## src/rtl/arc_regbank_if.sv

```systemverilog
// arc_regbank bus bundle: read ports A/B, write port C,
// memory load handshake, condition codes and PC/IR views.
interface arc_regbank_if #(
  parameter int W  = 32,
  parameter int AW = 6
);
  logic [AW-1:0] sel_a;
  logic [AW-1:0] sel_b;
  logic [W-1:0]  bus_a;
  logic [W-1:0]  bus_b;
  logic          busy_a;
  logic          busy_b;
  logic          wr_en;
  logic [AW-1:0] wr_sel;
  logic [W-1:0]  wr_data;
  logic          ld_req;
  logic [AW-1:0] ld_sel;
  logic          ld_valid;
  logic [W-1:0]  ld_data;
  logic          ld_busy;
  logic          ld_ovf;
  logic          cc_en;
  logic [3:0]    flags;
  logic [3:0]    psr;
  logic [W-1:0]  pc;
  logic [W-1:0]  ir;

  modport master (
    output sel_a, sel_b, wr_en, wr_sel, wr_data,
    output ld_req, ld_sel, ld_valid, ld_data,
    output cc_en, flags,
    input  bus_a, bus_b, busy_a, busy_b,
    input  ld_busy, ld_ovf, psr, pc, ir
  );

  modport slave (
    input  sel_a, sel_b, wr_en, wr_sel, wr_data,
    input  ld_req, ld_sel, ld_valid, ld_data,
    input  cc_en, flags,
    output bus_a, bus_b, busy_a, busy_b,
    output ld_busy, ld_ovf, psr, pc, ir
  );
endinterface

```

## src/rtl/arc_regbank.sv

```systemverilog
// Register bank: general regs, PC, temporaries and IR behind one
// select space, with a single outstanding memory load tracker.
module arc_regbank #(
  parameter int W  = 32,
  parameter int R  = 16,
  parameter int T  = 4,
  parameter int AW = 6
) (
  input  logic          clk,
  input  logic          rst,
  arc_regbank_if.slave  b
);

  // Storage order: r0..r(R-1), PC, temps, IR.
  // Codes 32.. map contiguously onto R.. so one offset covers them.
  localparam int N  = R + T + 2;
  localparam int IW = $clog2(N);

  typedef enum logic {S_IDLE, S_WAIT} ld_st_t;

  ld_st_t        state;
  ld_st_t        nstate;
  logic [AW-1:0] tgt;
  logic          ovf_q;
  logic [3:0]    psr_q;
  logic [W-1:0]  rf [N];
  logic          ld_done;

  function automatic logic live(input logic [AW-1:0] s);
    live = (s != '0) &&
           ((s < AW'(R)) ||
            ((s >= AW'(32)) && (s <= AW'(33 + T))));
  endfunction

  function automatic logic [IW-1:0] idx(input logic [AW-1:0] s);
    if (s < AW'(R))
      idx = IW'(s);
    else
      idx = IW'(s - AW'(32) + AW'(R));
  endfunction

  assign ld_done = (state == S_WAIT) && b.ld_valid;

  // Load tracker next state: one load in flight at a time.
  always_comb begin
    nstate = state;
    unique case (state)
      S_IDLE: if (b.ld_req)   nstate = S_WAIT;
      S_WAIT: if (b.ld_valid) nstate = S_IDLE;
      default: nstate = S_IDLE;
    endcase
  end

  // Load tracker state, latched target and overflow pulse.
  always_ff @(posedge clk) begin
    if (!rst) begin
      state <= S_IDLE;
      tgt   <= '0;
      ovf_q <= 1'b0;
    end else begin
      state <= nstate;
      ovf_q <= (state == S_WAIT) && b.ld_req;
      if ((state == S_IDLE) && b.ld_req)
        tgt <= b.ld_sel;
    end
  end

  // Register file writes; load data is applied last so it wins.
  always_ff @(posedge clk) begin
    if (!rst) begin
      for (int i = 0; i < N; i++)
        rf[i] <= '0;
    end else begin
      if (b.wr_en && live(b.wr_sel))
        rf[idx(b.wr_sel)] <= b.wr_data;
      if (ld_done && live(tgt))
        rf[idx(tgt)] <= b.ld_data;
    end
  end

  // Condition code register.
  always_ff @(posedge clk) begin
    if (!rst)
      psr_q <= '0;
    else if (b.cc_en)
      psr_q <= b.flags;
  end

  assign b.bus_a   = live(b.sel_a) ? rf[idx(b.sel_a)] : '0;
  assign b.bus_b   = live(b.sel_b) ? rf[idx(b.sel_b)] : '0;
  assign b.busy_a  = (state == S_WAIT) && live(tgt) &&
                     (b.sel_a == tgt);
  assign b.busy_b  = (state == S_WAIT) && live(tgt) &&
                     (b.sel_b == tgt);
  assign b.ld_busy = (state == S_WAIT);
  assign b.ld_ovf  = ovf_q;
  assign b.psr     = psr_q;
  assign b.pc      = rf[R];
  assign b.ir      = rf[R + T + 1];

endmodule
```

## src/flat_wrapper.sv

```systemverilog
// flat-port wrapper written by rule: the top's interface ports become plain ports
module arc_regbank_flat 
#(
  parameter int W  = 32,
  parameter int R  = 16,
  parameter int T  = 4,
  parameter int AW = 6
)
  (clk, rst, b_sel_a, b_sel_b, b_wr_en, b_wr_sel, b_wr_data, b_ld_req, b_ld_sel, b_ld_valid, b_ld_data, b_cc_en, b_flags, b_bus_a, b_bus_b, b_busy_a, b_busy_b, b_ld_busy, b_ld_ovf, b_psr, b_pc, b_ir);
  arc_regbank_if #(.W(W), .AW(AW)) b_i ();
  input  logic clk;
  input  logic rst;
  input wire logic [$bits(b_i.sel_a)-1:0] b_sel_a;
  input wire logic [$bits(b_i.sel_b)-1:0] b_sel_b;
  input wire logic [$bits(b_i.wr_en)-1:0] b_wr_en;
  input wire logic [$bits(b_i.wr_sel)-1:0] b_wr_sel;
  input wire logic [$bits(b_i.wr_data)-1:0] b_wr_data;
  input wire logic [$bits(b_i.ld_req)-1:0] b_ld_req;
  input wire logic [$bits(b_i.ld_sel)-1:0] b_ld_sel;
  input wire logic [$bits(b_i.ld_valid)-1:0] b_ld_valid;
  input wire logic [$bits(b_i.ld_data)-1:0] b_ld_data;
  input wire logic [$bits(b_i.cc_en)-1:0] b_cc_en;
  input wire logic [$bits(b_i.flags)-1:0] b_flags;
  output wire logic [$bits(b_i.bus_a)-1:0] b_bus_a;
  output wire logic [$bits(b_i.bus_b)-1:0] b_bus_b;
  output wire logic [$bits(b_i.busy_a)-1:0] b_busy_a;
  output wire logic [$bits(b_i.busy_b)-1:0] b_busy_b;
  output wire logic [$bits(b_i.ld_busy)-1:0] b_ld_busy;
  output wire logic [$bits(b_i.ld_ovf)-1:0] b_ld_ovf;
  output wire logic [$bits(b_i.psr)-1:0] b_psr;
  output wire logic [$bits(b_i.pc)-1:0] b_pc;
  output wire logic [$bits(b_i.ir)-1:0] b_ir;
  assign b_i.sel_a = b_sel_a;
  assign b_i.sel_b = b_sel_b;
  assign b_i.wr_en = b_wr_en;
  assign b_i.wr_sel = b_wr_sel;
  assign b_i.wr_data = b_wr_data;
  assign b_i.ld_req = b_ld_req;
  assign b_i.ld_sel = b_ld_sel;
  assign b_i.ld_valid = b_ld_valid;
  assign b_i.ld_data = b_ld_data;
  assign b_i.cc_en = b_cc_en;
  assign b_i.flags = b_flags;
  assign b_bus_a = b_i.bus_a;
  assign b_bus_b = b_i.bus_b;
  assign b_busy_a = b_i.busy_a;
  assign b_busy_b = b_i.busy_b;
  assign b_ld_busy = b_i.ld_busy;
  assign b_ld_ovf = b_i.ld_ovf;
  assign b_psr = b_i.psr;
  assign b_pc = b_i.pc;
  assign b_ir = b_i.ir;
  arc_regbank #(.W(W), .R(R), .T(T), .AW(AW)) u_core (.clk(clk), .rst(rst), .b(b_i));
endmodule
```

## config.mk

```make
export PLATFORM = sky130hd
export DESIGN_NAME = arc_regbank_flat
export DESIGN_NICKNAME = d
export VERILOG_FILES = /design/src/rtl/arc_regbank_if.sv /design/src/rtl/arc_regbank.sv /design/src/flat_wrapper.sv
export SDC_FILE = /design/constraint.sdc
export NUM_CORES = 2
export LEC_CHECK = 0
export ABC_CLOCK_PERIOD_IN_PS = 2700
export BUFFER_PORTS_ARGS = -buffer_cell sky130_fd_sc_hd__buf_4
export CAP_MARGIN = 20
export CORE_ASPECT_RATIO = 0.7
export CORE_MARGIN = 5
export CORE_UTILIZATION = 55
export DETAILED_ROUTE_END_ITERATION = 12
export PLACE_DENSITY = 0.8
export SLEW_MARGIN = 40
export SYNTH_ARGS = -nofsm -noshare
export SYNTH_HDL_FRONTEND = slang
export SYNTH_SLANG_ARGS = --single-unit
```

## constraint.sdc

```tcl
create_clock -name clk -period 2.7 [get_ports clk]
set_input_delay 0 -clock clk [delete_from_list [all_inputs] [get_ports clk]]
set_output_delay 0 -clock clk [all_outputs]
set_load 0.1 [all_outputs]
```

======== Yosys cells after proc, flatten, opt, wreduce, memory -nomap -nowiden ========
Memory sizes are Yosys's and may differ from the RTL's.
Cells that the tools add are included.
Widths: inputs -> output; s select.
cells by class
  bitwise gates (word level) .............. 1
  reduce and logical (&&, ||, !) cells .... 26
  add/subtract/negate cells ............... 8
  magnitude comparators ................... 12
  eq/ne operators ......................... 2
  mux-type cells .......................... 26
operators by type and width
  operator             number
  $mux 32              4
  $reduce_or 32->1     2
  $mux 5               10
  $ge 6x6->1 const B   4
  $le 6x6->1 const B   4
  $lt 6x5->1 const B   4
  $reduce_bool 6->1    4
  $add 5x5->5 const B  4
  $sub 5x1->5 const B  4
  $logic_and 1x1->1    16
  $eq 6x6->1           2
  $mux 1               11
  $logic_or 1x1->1     4
  $pmux 1 s2           1
  $not 1->1            1
word-level totals
  memories ................................ 1
  logic and storage cells ................. 80
  register bits after elaboration ......... 12
  bits in writable memories ............... 704
  output and inout port bits .............. 136
memory list
  memory     depth  bits a word  read ports  clocked after Yosys merged registers in  write ports  RTL line           RTL
  u_core.rf  22     32           4           0                                        22           arc_regbank.sv:26  logic [W-1:0] rf [N];

======== Longest topological paths before layout ========
  word-level depth ........................ 10
  mapped depth ............................ 7

======== Worst setup path after synthesis ========
No wires, ideal clock.
  path type ............................... register -> output
  start point ............................. reg u_core.tgt[0]
  end point ............................... out b_busy_a
  stages on the path, launching flop included .. 7
  path buffers ............................ 2
  path slack .............................. -1.632 ns
  data arrival time ....................... 4.332 ns
  cell sequence ........................... dfxtp_1 buf_2 nor4_1 nor3_2 buf_6 o211ai_1 nor4_1
on the way
  word-level cells in the longest chain between the ends .. 6
ends and longest elaborated chain
  item                                             RTL line            RTL
  start: declaration                               arc_regbank.sv:23   logic [AW-1:0] tgt;
  start signal: assignment                         arc_regbank.sv:64   tgt <= b.ld_sel;
  $ge 6x6->1 / $le 6x6->1 (equally long branches)  arc_regbank.sv:32   ((s >= AW'(32)) && (s <= AW'(33 + T))));
  $logic_and 1x1->1                                arc_regbank.sv:32
  $logic_or 1x1->1                                 arc_regbank.sv:31   ((s < AW'(R)) ||
  $logic_and 1x1->1                                arc_regbank.sv:30   live = (s != '0) &&
  $logic_and 1x1->1                                arc_regbank.sv:91   assign b.busy_a = (state == S_WAIT) && live(tgt) &&
  $logic_and 1x1->1 (*)                            arc_regbank.sv:91
  end: declaration                                 flat_wrapper.sv:26  output wire logic [$bits(b_i.busy_a)-1:0] b_busy_a;
Mark *: on every way between the ends. The rest lies on a longest branch, timed or not.

======== Worst setup path in the final report ========
  start point ............................. reg u_core.tgt[4]
  end point ............................... out b_busy_b
on the way
  word-level cells in the longest chain between the ends .. 6
ends and longest elaborated chain
  item                                             RTL line            RTL
  $ge 6x6->1 / $le 6x6->1 (equally long branches)  arc_regbank.sv:32
  $logic_and 1x1->1                                arc_regbank.sv:32
  $logic_or 1x1->1                                 arc_regbank.sv:31
  $logic_and 1x1->1                                arc_regbank.sv:30
  $logic_and 1x1->1                                arc_regbank.sv:93   assign b.busy_b = (state == S_WAIT) && live(tgt) &&
  $logic_and 1x1->1 (*)                            arc_regbank.sv:93
  end: declaration                                 flat_wrapper.sv:27  output wire logic [$bits(b_i.busy_b)-1:0] b_busy_b;
Marks and branches as above.

==> run summary <==
worst reg2reg endpoint: u_core.tgt[5]
Tmin final: 2.615 ns
Slowest cell on crit path: dfxtp_2
pin count of the biggest net entering global routing: 63
Sw Share: 27.09%
Ports: 234
initial antenna violation count: 2
Cells after Synth: 3539
Worst EP arrival: 2.61 ns
Leak: 23.92 nW
Seq pwr share: 46.4%
# H-tree levels: 3
top cells by area, synth: edfxtp_1, mux4_2, mux2i_1
root buffer cell: clkbuf_16
Core ar.: 86370 µm²
total grt overflow: 0
Clock power frac: 38.4%
Final Hold Fails: 0
GRT Overall Usage: 33.10%
die area: 93390 µm²
Slew headroom: 39.64%
status: finished clean
worst skew pair latency: 0.66 ns
CP required: 2.70 ns
CP Class: flop to output pin
r2r startpoint: u_core.b.ld_busy
antenna-violating nets left: 0
Residual DRC: 0
P per Cell Area: 554.0 nW/µm²
min-delay src: b_ld_data[13]
Avg WL per Cell: 31.91 µm
crit path max fanout: 11
Hold Path Depth: 3
Fillers: 6202
NumNets Final: 3793
row cnt: 90
leading area contributor after synthesis: edfxtp_1
cell family with the largest share of critical-path delay: buffers and inverters
clock skew: 0.02188 ns
number of global-route vias before repair: 34620
R2R Setup Slk: 0.14 ns
1st-iter DRT viols: 5578
worst path cell trace: inv_1 > a311oi_4 > buf_12 > o211ai_1 > nor4_4 > buf_6
post-detail-place hpwl: 97430 µm
RSZ-0062 raised after global routing: no
worst setup margin: 0.08518 ns
Layout area overhead: 14.55%
number of port buffers: 233
worst vdd rail ir drop: 0.4743 mV
layout cells sized above 1: 28.15%
final setup violating endpoints: 0
Critical Path Source Type: flop
worst-margin pin slew: 0.9054 ns
logic gate share of total power: 15.2%
YS warnings: 0
final non-filler cell total: 4910
cts bufs inserted: 79
Detailed Route WL: 156700 µm
HP Class: primary input to flop
Net Sw Power: 8.255 mW
Synth Area per Inst: 13.57 µm²
CP Capture Type: output pin
Synth Cell Area: 48010 µm²
sequential fraction of the synthesis area: 48.54%
hold-critical path endpoint: u_core.rf[21][13]
Placer Congestion: 0.9001
Internal: 22.21 mW
R2R depth: 6
first-pass GRT wire length: 229300 µm
Vias/cell: 6.977
Clk pin slew, worst setup/hold paths: 0.07 ns
clock sinks: 780
CTS tree: done
max cap viols: 0
max-slew violation count: 0
slowest stage delay, CP: 0.46 ns
Max Freq: 382.4 MHz
Placement Setup Slack: 0.1383 ns
synth unique cells: 50
post-synth top area share: 48.04%
die height: 257.2 µm
final worst hold slack: 0.01254 ns
sequential cell area: 23310 µm²
First-pass DRT Iterations: 7
worst path bufs/invs: 3
Die X-Extent: 363.1 µm
final period utilization: 96.85%
Placed Cells: 4688
Yosys reg bits: 780
CTS max path bufs: 3
multi-input gate area in the final layout: 22770 µm²
Initial Util: 55.59%
DR vias: 34260
## worst max-delay path by stage
| stage | start | endpoint | cells after the start |
|---|---|---|---|
| 6_report | u_core.tgt[4] | b_busy_b | 6 |
| 5_1_grt | u_core.tgt[4] | b_busy_b | 6 |
| 4_1_cts | u_core.tgt[4] | b_busy_a | 6 |
| 3_5_place_dp | u_core.tgt[4] | u_core.rf[17][17] | 6 |
| 3_3_place_gp | u_core.tgt[4] | u_core.rf[17][17] | 6 |
| 2_1_floorplan | u_core.tgt[4] | b_busy_a | 6 |
## logic make-up (layout without fill, tap and decap cells)
family	after synthesis	count (layout)	synth area share (%)
buf+inv	546	671	5.572
other cells	1	97	0.007811
simple gates	786	786	7.083
compound gates	223	223	3.784
mux	1191	1191	34.80
flops	780	780	48.54
xor+xnor	12	12	0.2189
## power groups by stage
stage	registers (mW)	clock network, mW	logic (mW)
CTS	14.1	11.7	4.55
global route	14.2	12.2	4.78
finish	14.1	11.7	4.64
global placement	14.3	0	4.40
floorplan	14.5	0	2.91
detailed placement	14.4	0	4.44
## per-stage QoR
stage / power (mW) / utilization [%] / area [µm²] / setup TNS, ns
2_1_floorplan: 17.43 / - / 48640 / -119.60
3_3_place_gp: 18.71 / 59.64 / 51510 / 0
3_5_place_dp: 18.80 / 59.64 / 51510 / 0
4_1_cts: 30.35 / 63.60 / 54930 / 0
5_1_grt: 31.15 / 63.67 / 54990 / 0
6_report: 30.47 / 63.67 / 55000 / 0
## area by class of cell
class / instances / share of cell area (%)
Antenna cell: 1 / 0.004550
Clock buffer: 96 / 3.981
Clock inverter: 49 / 0.9123
Inverter: 39 / 0.2662
Multi-Input combinational cell: 2308 / 41.41
Sequential cell: 780 / 42.38
Tap cell: 1150 / 2.616
Timing Repair Buffer: 487 / 8.427
## repair_timing
action / in CTS / in global routing
pin swaps: 1 / 1
hold endpoints to repair: 748 / 106
setup endpoints to repair: 2 / 1
hold buffers: 68 / 6
resized for setup: 4 / 0
gates cloned: 1 / 0
setup buffers: 1 / 0
## cells in the final DEF (no fill, tap or decap), drive strengths merged, types with 21 or more instances in the layout
| cell | synthesis | routed |
|---|---|---|
| mux2i | 805 | 805 |
| edfxtp | 768 | 768 |
| nand2 | 676 | 676 |
| buf | 154 | 410 |
| mux4 | 382 | 382 |
| clkbuf | 353 | 98 |
| conb | 1 | 96 |
| dlygate4sd3 | 0 | 74 |
| o21ai | 64 | 64 |
| o22ai | 62 | 62 |
| a211o | 62 | 62 |
| inv | 39 | 38 |
| clkinv | 0 | 37 |
| nor2 | 25 | 25 |
| nor3 | 24 | 24 |
| o211ai | 22 | 22 |
| nand3b | 21 | 21 |
## sequential cells by signal (all words and copies together), names as in the netlist
register and flops:
u_core.b.ld_busy 1, u_core.rf 768, u_core.b.psr 4, u_core.b.ld_ovf 1
u_core.tgt 6
## worst register-to-register path: cells and delay by family, from the launching register on
family,cells,cell delay (ns)
buffers and inverters,2,1.16
AND/OR/NAND/NOR,3,0.67
flip-flops,1,0.38
AO/OA/AOI/OAI,1,0.25
## metal layers
| metal | share of wire [%] | up-vias | GRT usage (%) |
|---|---|---|---|
| li1 | - | 13670 | - |
| met5 | 0.013 | - | 0 |
| met2 | 44 | 2943 | 49.57 |
| met3 | 15 | 473 | 8.633 |
| met1 | 36 | 17170 | 46.05 |
| met4 | 5.3 | 2 | 14.72 |
## Yosys cell counts (all sizes together)
cell type and n:
mux2i 805, edfxtp 768, nand2 676, mux4 382
clkbuf 353, buf 154, o21ai 64, a211o 62
o22ai 62, inv 39, nor2 25, nor3 24
o211ai 22, nand3b 21, dfxtp 12, nor4 10
nand2b 9, xnor2 8, a21oi 6, mux2 4
or2 4, xor2 4, or3b 3, and3 2
nand4 2, nand4b 2, nand4bb 2, nor2b 2
nor3b 2, o22a 2, o31ai 2, o41ai 2
a311oi 1, and2 1, conb 1, or3 1
No activity file was read; power rests on OpenSTA's default activity.
